$ cat src/rtl/if_pkg.sv
// if_pkg: shared types and constants for the instruction-fetch stage
package if_pkg;
  typedef enum logic {REQ, FULL} state_t;
  localparam logic [31:0] NOP_INSTR = 32'h0;
  localparam int PC_STEP = 4;
endpackage

$ cat src/rtl/if_fetch_stage_if_id_reg.sv
// if_id_reg: IF/ID pipeline register; ports: clk, rst, load/freeze/flush controls (flush > freeze > load), d_pc/d_instr in, pc/instr/valid out
import if_pkg::*;
module if_id_reg #(
  parameter int ADDR_W = 32,
  parameter int INSTR_W = 32
) (
  input  logic               clk,
  input  logic               rst,
  input  logic               load,
  input  logic               freeze,
  input  logic               flush,
  input  logic [ADDR_W-1:0]  d_pc,
  input  logic [INSTR_W-1:0] d_instr,
  output logic [ADDR_W-1:0]  pc,
  output logic [INSTR_W-1:0] instr,
  output logic               valid
);
  always_ff @(posedge clk) begin
    if (rst || flush) begin
      pc <= '0;
      instr <= INSTR_W'(NOP_INSTR);
      valid <= 1'b0;
    end else if (!freeze && load) begin
      pc <= d_pc;
      instr <= d_instr;
      valid <= 1'b1;
    end
  end
endmodule

$ cat src/rtl/if_fetch_stage.sv
// if_fetch_stage: PC, imem request/ack FSM with skid entry and redirect drop flag; ports: clk, rst, hazard, branch_taken/branch_addr, imem_req/addr/ack/rdata, if_id_pc/instr/valid
import if_pkg::*;
module if_fetch_stage #(
  parameter int ADDR_W = 32,
  parameter int INSTR_W = 32,
  parameter logic [ADDR_W-1:0] RESET_PC = '0
) (
  input  logic               clk,
  input  logic               rst,
  input  logic               hazard,
  input  logic               branch_taken,
  input  logic [ADDR_W-1:0]  branch_addr,
  output logic               imem_req,
  output logic [ADDR_W-1:0]  imem_addr,
  input  logic               imem_ack,
  input  logic [INSTR_W-1:0] imem_rdata,
  output logic [ADDR_W-1:0]  if_id_pc,
  output logic [INSTR_W-1:0] if_id_instr,
  output logic               if_id_valid
);
  localparam logic [ADDR_W-1:0] STEP = ADDR_W'(PC_STEP);
  state_t state, state_n;
  logic [ADDR_W-1:0] pc, pc_n, req_addr, req_addr_n, skid_pc, skid_pc_n, ld_pc;
  logic [INSTR_W-1:0] skid_instr, skid_instr_n, ld_instr;
  logic drop, drop_n, load;
  assign imem_req = (state == REQ) && !rst;
  assign imem_addr = req_addr;
  always_comb begin
    state_n = state;
    pc_n = pc;
    req_addr_n = req_addr;
    drop_n = drop;
    skid_pc_n = skid_pc;
    skid_instr_n = skid_instr;
    load = 1'b0;
    ld_pc = req_addr + STEP;
    ld_instr = imem_rdata;
    if (branch_taken) begin
      // an unacked request keeps its address on the bus; its data is dropped later
      state_n = REQ;
      pc_n = branch_addr;
      if (state == REQ && !imem_ack) begin
        drop_n = 1'b1;
      end else begin
        req_addr_n = branch_addr;
        drop_n = 1'b0;
      end
    end else if (state == FULL) begin
      if (!hazard) begin
        state_n = REQ;
        req_addr_n = pc;
        load = 1'b1;
        ld_pc = skid_pc;
        ld_instr = skid_instr;
      end
    end else if (imem_ack) begin
      if (drop) begin
        drop_n = 1'b0;
        req_addr_n = pc;
      end else if (hazard) begin
        skid_pc_n = req_addr + STEP;
        skid_instr_n = imem_rdata;
        pc_n = pc + STEP;
        state_n = FULL;
      end else begin
        load = 1'b1;
        pc_n = pc + STEP;
        req_addr_n = pc + STEP;
      end
    end
  end
  always_ff @(posedge clk) begin
    if (rst) begin
      state <= REQ;
      pc <= RESET_PC;
      req_addr <= RESET_PC;
      drop <= 1'b0;
      skid_pc <= '0;
      skid_instr <= '0;
    end else begin
      state <= state_n;
      pc <= pc_n;
      req_addr <= req_addr_n;
      drop <= drop_n;
      skid_pc <= skid_pc_n;
      skid_instr <= skid_instr_n;
    end
  end
  if_id_reg #(.ADDR_W(ADDR_W), .INSTR_W(INSTR_W)) u_if_id (
    .clk(clk),
    .rst(rst),
    .load(load),
    .freeze(hazard),
    .flush(branch_taken),
    .d_pc(ld_pc),
    .d_instr(ld_instr),
    .pc(if_id_pc),
    .instr(if_id_instr),
    .valid(if_id_valid)
  );
endmodule

$ cat config.mk
export PLATFORM = sky130hd
export DESIGN_NAME = if_fetch_stage
export DESIGN_NICKNAME = d
export VERILOG_FILES = /design/src/rtl/if_pkg.sv /design/src/rtl/if_fetch_stage_if_id_reg.sv /design/src/rtl/if_fetch_stage.sv
export SDC_FILE = /design/constraint.sdc
export NUM_CORES = 1
export LEC_CHECK = 0
export ABC_AREA = 1
export CORE_ASPECT_RATIO = 1.2
export CORE_MARGIN = 4
export CORE_UTILIZATION = 49
export DETAILED_ROUTE_END_ITERATION = 8
export HOLD_SLACK_MARGIN = 0.1
export PLACE_DENSITY = 0.81
export SETUP_SLACK_MARGIN = 0.5
export SLEW_MARGIN = 0
export SYNTH_ARGS = -nofsm -noshare
export SYNTH_HDL_FRONTEND = slang
export SYNTH_SLANG_ARGS = --single-unit
$ cat constraint.sdc
create_clock -name clk -period 1.45 [get_ports clk]
set_input_delay 0.29 -clock clk [delete_from_list [all_inputs] [get_ports clk]]
set_output_delay 0.29 -clock clk [all_outputs]
set_load 0.01 [all_outputs]
==> metrics.md, run 1 <==
| Metric | Value |
|---|---|
| Root buffer cell | clkbuf_16 |
| Last stage | global routing (5_1_grt) |
| Synth cell types | 42 |
| Worst_ep grt | skid_pc[11]$_SDFFE_PP0P_/D |
| EDFF count, synth | 0 |
| Multiplexer share of the synthesized area | 3.65% |
| Synth Flop Type | dfxtp_1 |
| Clk buf depth | 2 |
| Hold_buf cts | 0 |
| Clock sink count | 195 |
| Worst slack, placed | -0.560 ns |
| Share of the yosys chip area belonging to registers | 37.5% |
| Post-synthesis compound-gate area fraction | 22.8% |
| Synth Area in Simple Gates | 25.7% |
| Post-Syn Nets | 1584 |
| Synth warnings | 0 |
| Synthesized instance count | 1513 |
| Syn_area_per_cell | 6.89 um^2 |
| Largest family of logic cells by synthesized area | simple AND/OR/NAND/NOR gates |
| Synthesized flop and latch total | 195 |
| Inserted Clock Buffers | 17 |
| IO Pins | 167 |
| Die W | 141 um |
| Error msg | [ERROR GRT-0232] Routing congestion too high. Check the congestion heatmap in the GUI. |
| Grt ovf | 10 |
| Die Height | 168 um |
| Adder-Cell Fraction of Synth Area | 0.240% |
| Area of the mapped netlist | 10400 um^2 |
| Initial core utilization | 49.7% |
| Worst EP kind | sequential cell input |
| Outcome | aborted with a tool error |
| H-tree lvl count | 4 |
| Dpl hpwl | 26300 um |
| Largest net degree at the start of global routing | 51 |
| Row count | 58 |
| Synth async-reset ratio | 0% |
| GP Congestion | 0.989 |
| Port Buf Inserts | 166 |
| Initial antenna violation count | 16 |
| All-layer global routing usage | 71.1% |
| XOR/XNOR Fraction of Synth Area | 2.19% |
==> per-layer routing <==
layer,GRT overflow,global-route usage [%]
met3,0,60.7
met1,0,68.7
met4,7,67.9
met5,0,34.1
met2,3,86.7
==> Yosys cell counts (2+ instances only) <==
cell / number / area share, %
nor2_1: 163 / 5.9
o211ai_1: 14 / 1.0
xnor2_1: 7 / 0.59
buf_2: 33 / 1.6
a21oi_1: 173 / 8.3
nor3_1: 5 / 0.24
and2_1: 2 / 0.12
inv_2: 4 / 0.14
o2111ai_1: 4 / 0.34
a211oi_1: 38 / 2.7
nand4_1: 6 / 0.36
o21ai_1: 11 / 0.53
nand2_2: 10 / 0.60
ha_1: 2 / 0.24
or2_0: 2 / 0.12
buf_1: 6 / 0.22
nor2_2: 8 / 0.48
xor2_1: 19 / 1.6
buf_4: 7 / 0.50
nor2_4: 14 / 1.5
clkbuf_1: 50 / 1.8
a31oi_1: 20 / 1.2
nand2_1: 297 / 11
or2_2: 20 / 1.2
mux2i_1: 38 / 3.6
clkinv_1: 2 / 0.072
o21a_1: 3 / 0.22
or2_1: 2 / 0.12
nand3b_1: 4 / 0.29
dfxtp_1: 195 / 37
inv_1: 99 / 3.6
nand3_1: 76 / 3.6
o21ai_0: 170 / 8.2
==> stage by stage <==
step	area, um^2	utilization (%)	std cells
after floorplan	11300	-	1513
after global placement	14400	68.6	2070
after detailed placement	14400	68.6	2070
after CTS	16600	79.0	2176
==> kinds of logic after synthesis <==
group / after synthesis
AND/OR/NAND/NOR: 614
AO/OA/AOI/OAI: 436
buffers and inverters: 202
flip-flops: 195
multiplexers: 38
XOR/XNOR: 26
adder cells (fa/ha/maj): 2
==> timing repair <==
action | CTS
buffers inserted | 63
gates resized for setup | 675
setup endpoints to repair | 291
pin swaps | 44
cloned | 11
==> run 2, diff against run 1 <==
- CORE_ASPECT_RATIO: 1.2 -> default
- CORE_UTILIZATION: 49 -> 40
- HOLD_SLACK_MARGIN: 0.1 -> default
- PLACE_DENSITY: 0.81 -> default
- PLACE_DENSITY_LB_ADDON: default -> 0.15
- SETUP_SLACK_MARGIN: 0.5 -> default
- clock period: 1.45 -> 1.89 ns (I/O delays scaled with it)
==> metrics.md, run 2 <==
| Metric | Value |
|---|---|
| Remaining antenna violation count | 0 |
| Overall routed net length | 34100 um |
| Slew Limit Headroom | 65.3% |
| Syn_area_per_cell | 6.89 um^2 |
| Leak | 5.54 nW |
| Reg2reg path depth | 9 |
| Max cap viols | 0 |
| Startpoint Class | register |
| Setup Crit Path Kind | reg2out |
| Synth Flop Type | dfxtp_1 |
| Count leader, synth | nand2_1 |
| Multiplexer share of the synthesized area | 3.65% |
| Post-synthesis compound-gate area fraction | 22.8% |
| PD cells | 753 nW/um^2 |
| Reg2reg end | imem_addr[18] |
| Share of post-route cells with drive strength above 1 | 13.0% |
| All-layer global routing usage | 23.5% |
| Global-route wire length before repair | 54400 um |
| WL per Instance | 16.8 um |
| Setup TNS | 0 ns |
| Hold Crit Start | hazard |
| Largest family of logic cells by synthesized area | simple AND/OR/NAND/NOR gates |
| Largest net degree at the start of global routing | 50 |
| Commonest non-fill, non-tap cell in the layout | nand2_1 |
| Row count | 58 |
| CP required | 1.51 ns |
| Worst Setup SP | imem_addr[13] |
| Synth area leaders | dfxtp_1 (37%), nand2_1 (11%), a21oi_1 (8.3%) |
| FF-to-FF Start | pc[3] |
| Root buffer cell | clkbuf_16 |
| Clk buf depth | 2 |
| Synthesized flop and latch total | 195 |
| Synthesized instance count | 1513 |
| Vias per cell | 5.28 |
| WP data arrival | 1.48 ns |
| Total power | 0.0103 W |
| Adder-Cell Fraction of Synth Area | 0.240% |
| CTS clk-pin slew, worst paths | 0.09 ns |
| Die Height | 169 um |
| Fin util | 53.7% |
| Worst Hold Depth | 3 |
| Synth warnings | 0 |
| IO Pins | 167 |
| Synth Area in Simple Gates | 25.7% |
| Peak supply drop | 696 uV |
| Post-synth top cells | nand2_1 (297), dfxtp_1 (195), a21oi_1 (173), o21ai_0 (170), nor2_1 (163) |
| CTS tree | yes |
| Port Buf Inserts | 166 |
| Clock sink count | 195 |
| Iter 0 DRT Violations | 823 |
| Most frequent cells in the layout | nand2_1 (296), a21oi_1 (173), dfxtp_1 (170) |
| Max FO, Critical Path | 5 |
| Worst-Margin Slew | 0.515 ns |
| Initial antenna violation count | 0 |
| Final setup skew | 0.0249 ns |
| Slew Viols, Final | 0 |
| Area leader, netlist | dfxtp_1 |
| Die W | 169 um |
| Fin nets | 1759 |
| H-tree lvl count | 4 |
| Synth async-reset ratio | 0% |
| F_max | 537 MHz |
| Synth cell types | 42 |
| Top cell type's share of synthesized area | 37.5% |
| Initial core utilization | 41.0% |
| Initial DRT Pass Iterations | 5 |
| Inserted Clock Buffers | 17 |
| Clock Latency Late Sink | 0.45 ns |
| Outcome | finished, final reports clean |
| Die ar. | 28700 um^2 |
| Core Region | 25400 um^2 |
| Hold-critical path endpoint | skid_pc[10] |
| Vias | 10715 |
| N_diodes | 0 |
| Endpoints failing hold | 0 |
| Grt ovf | 0 |
| XOR/XNOR Fraction of Synth Area | 2.19% |
| Crit. End Element | primary output |
| Post-Syn Nets | 1584 |
| Residual DRC | 0 |
| Final setup fails | 0 |
| Vias in the first global route | 9967 |
| Worst Hold Class | in2reg |
| Crit path time final | 1.86 ns |
| GP Congestion | 0.912 |
| EDFF count, synth | 0 |
| Reg2reg setup slack | 0.11 ns |
| Dpl hpwl | 25100 um |
| Tcrit/Tclk final | 98.5% |
| P&R area growth vs syn | 31.0% |
| Share of the yosys chip area belonging to registers | 37.5% |
| Area of the mapped netlist | 10400 um^2 |
run 2: critical path, cell delays in order, from the launching register on:
cell,delay [ns]
dfxtp_4,0.40
buf_4,0.13
clkdlybuf4s50_1,0.53
run 2: area by class of cell:
| type | count | area [um^2] |
|---|---|---|
| Tap cell | 330 | 413 |
| Clock inverter | 15 | 194 |
| Timing Repair Buffer | 253 | 2520 |
| Multi-Input combinational cell | 1116 | 5740 |
| Sequential cell | 195 | 3960 |
| Clock buffer | 17 | 425 |
| Fill cell | 2489 | 11800 |
| Inverter | 105 | 394 |
run 2: routing by layer:
metal | track usage [%] | routed length [um] | vias to the layer above | part of all wire (%)
li1 | - | - | 5440 | -
met1 | 32.5 | 15600 | 4913 | 46
met2 | 38.1 | 15800 | 331 | 46
met3 | 4.61 | 2140 | 31 | 6.3
met4 | 5.88 | 586 | 0 | 1.7
met5 | 0 | 0 | - | 0
run 2: worst max path at each step:
| stage | endpoint | slack, ns | cells past startpoint |
|---|---|---|---|
| floorplan | imem_req | 0.24 | 4 |
| global placement | imem_addr[24] | -0.21 | 10 |
| detailed placement | imem_addr[6] | -0.24 | 9 |
| CTS | imem_addr[10] | 0.004 | 2 |
| global route | imem_addr[18] | -0.02 | 9 |
| finish | imem_addr[13] | 0.03 | 2 |
run 2: logic make-up (layout without fill, tap and decap cells):
group,count (synthesis),count (layout)
flops,195,195
fa+ha+maj,2,2
compound gates,436,436
xor+xnor,26,26
simple gates,614,614
mux,38,38
buf+inv,202,390
run 2: power by group:
group | internal (W) | switching [W]
clock network | 0.00184 | 0.00197
registers | 0.00436 | 0.000239
logic | 0.000838 | 0.00102
run 2: repair_timing:
action,4_1_cts,5_1_grt
hold buffers,0,0
resized for setup,33,26
endpoints found under the setup margin,25,34
buffers inserted,0,1
gates cloned,0,0
pin swaps,0,2
run 2: per-stage QoR:
stage          std cells  cell area, um^2  setup WS, ns  hold WS [ns]
6_report            2031            13600        0.0292         0.410
3_5_place_dp        1998            12900        -0.237         0.459
4_1_cts             2030            13600       0.00368         0.383
5_1_grt             2031            13600       -0.0192         0.413
2_1_floorplan       1513            10400         0.237         0.456
3_3_place_gp        1998            12900        -0.213         0.456
Power figures use the tool's default switching activity.
==> run 3, diff against run 2 <==
==> constraint.sdc (replaced) <==
create_clock -name clk -period 1.89 [get_ports clk]
set_input_delay 0.378 -clock clk [delete_from_list [all_inputs] [get_ports clk]]
set_output_delay 0.378 -clock clk [all_outputs]
set_load 0.005 [all_outputs]
==> metrics.md, run 3 (synthesis results as in run 2) <==
| Metric | Value |
|---|---|
| Initial DRT Pass Iterations | 5 |
| All-layer global routing usage | 23.4% |
| Port Buf Inserts | 166 |
| P&R area growth vs syn | 31.1% |
| Setup ws final | 0.0472 ns |
| Leak | 5.49 nW |
| CP required | 1.51 ns |
| Clk buf depth | 2 |
| Max cap viols | 0 |
| Global-route wire length before repair | 54500 um |
| WP data arrival | 1.46 ns |
| Slew Viols, Final | 0 |
| Dpl hpwl | 24900 um |
| Clock Latency Late Sink | 0.44 ns |
| Endpoints failing hold | 0 |
| Crit. End Element | primary output |
| Largest net degree at the start of global routing | 57 |
| PD cells | 757 nW/um^2 |
| Share of post-route cells with drive strength above 1 | 13.2% |
| Initial antenna violation count | 0 |
| Vias per cell | 5.25 |
| IO Pins | 167 |
| Final setup skew | 0.0130 ns |
| WL per Instance | 16.7 um |
| Residual DRC | 0 |
| Setup TNS | 0 ns |
| N_diodes | 0 |
| Root buffer cell | clkbuf_16 |
| Outcome | finished, final reports clean |
| Area of the multi-input gates | 5760 um^2 |
| Max FO, Critical Path | 4 |
| Core Region | 25400 um^2 |
| Clock sink count | 195 |
| CTS tree | yes |
| DP Area | 12800 um^2 |
| Reg area | 3970 um^2 |
| Worst Hold Class | in2reg |
| Tcrit/Tclk final | 97.5% |
| Total power | 0.0103 W |
| Setup Crit Path Kind | reg2out |
| Commonest non-fill, non-tap cell in the layout | nand2_1 |
| Vias | 10661 |
| Overall routed net length | 34000 um |
| Die Height | 169 um |
| RSZ-0062 raised after global routing | false |
| Design area | 13700 um^2 |
| F_max | 543 MHz |
| Worst slack, placed | -0.246 ns |
| Slew Limit Headroom | 73.1% |
| Grt ovf | 0 |
| Inserted Clock Buffers | 17 |
| Worst-Margin Slew | 0.404 ns |
| Remaining antenna violation count | 0 |
| Startpoint Class | register |
| Die W | 169 um |
| Crit path time final | 1.84 ns |
| Min Hold Slack | 0.431 ns |
| Most frequent cells in the layout | nand2_1 (295), a21oi_1 (173), o21ai_0 (170) |
| Peak supply drop | 597 uV |
| Hold_buf cts | 0 |
| Row count | 58 |
| Fin nets | 1758 |
| Iter 0 DRT Violations | 762 |
| Die ar. | 28700 um^2 |
| CTS clk-pin slew, worst paths | 0.07 ns |
| Number of fillers in the final layout | 2515 |
| Final setup fails | 0 |
| H-tree lvl count | 4 |
| GP Congestion | 0.912 |
| Initial core utilization | 41.0% |
| Vias in the first global route | 9975 |
==> run 3: cell count changes in the layout (fill, tap and decap cells not counted), moves of 3 or more <==
| cell | change |
|---|---|
| buf_12 | -3 |
| clkdlybuf4s50_1 | +7 |
| dfxtp_1 | -4 |
| dfxtp_2 | +4 |
| dlygate4sd2_1 | -6 |
| inv_12 | -3 |
| nor2_4 | +3 |
==> run 3: repair_timing <==
| item | CTS | global route |
|---|---|---|
| buffers inserted | 0 | 8 |
| resized for setup | 23 | 36 |
| pin swaps | 1 | 6 |
| setup endpoints to repair | 20 | 57 |
==> run 3: routing by layer <==
metal | vias to the layer above | routed length [um] | track usage [%]
met3 | 46 | 2160 | 3.96
met2 | 343 | 15400 | 38.1
li1 | 5411 | - | -
met5 | - | 0 | 0
met4 | 0 | 790 | 6.93
met1 | 4861 | 15600 | 32.2
==> run 3: layout make-up <==
type	count	share of cell area, %
multi-input cells	1116	42.2
flip-flops and latches	195	29.0
repair buffers	252	18.2
clock buffers	17	3.11
well taps	330	3.02
inverters	105	2.89
clock inverters	15	1.59
==> run 3: through the flow <==
stage	instances	util, %
2_1_floorplan	1513	-
3_3_place_gp	1991	50.5
3_5_place_dp	1991	50.5
4_1_cts	2022	53.1
5_1_grt	2030	53.8
6_report	2030	53.8
==> run 3: worst paths after layout <==
path	from	end	slack (ns)	cells past startpoint
max	imem_addr[16]	imem_addr[16]	0.05	2
min	hazard	skid_pc[10]	0.43	3
min reg2reg	u_if_id.pc[27]	u_if_id.pc[27]	0.46	2
max reg2reg	pc[3]	imem_addr[22]	0.12	10
==> run 3: worst max-delay path: stages (launching register included) <==
cell and delay (ns):
dfxtp_2 0.39, buf_4 0.14, clkdlybuf4s50_1 0.50
==> run 3: power by group <==
group | internal (W) | switching, W | total, W
clock | 0.00205 | 0.00187 | 0.00392
sequential | 0.00437 | 0.000240 | 0.00461
combinational | 0.000836 | 0.000978 | 0.00181
total | 0.00725 | 0.00309 | 0.0103
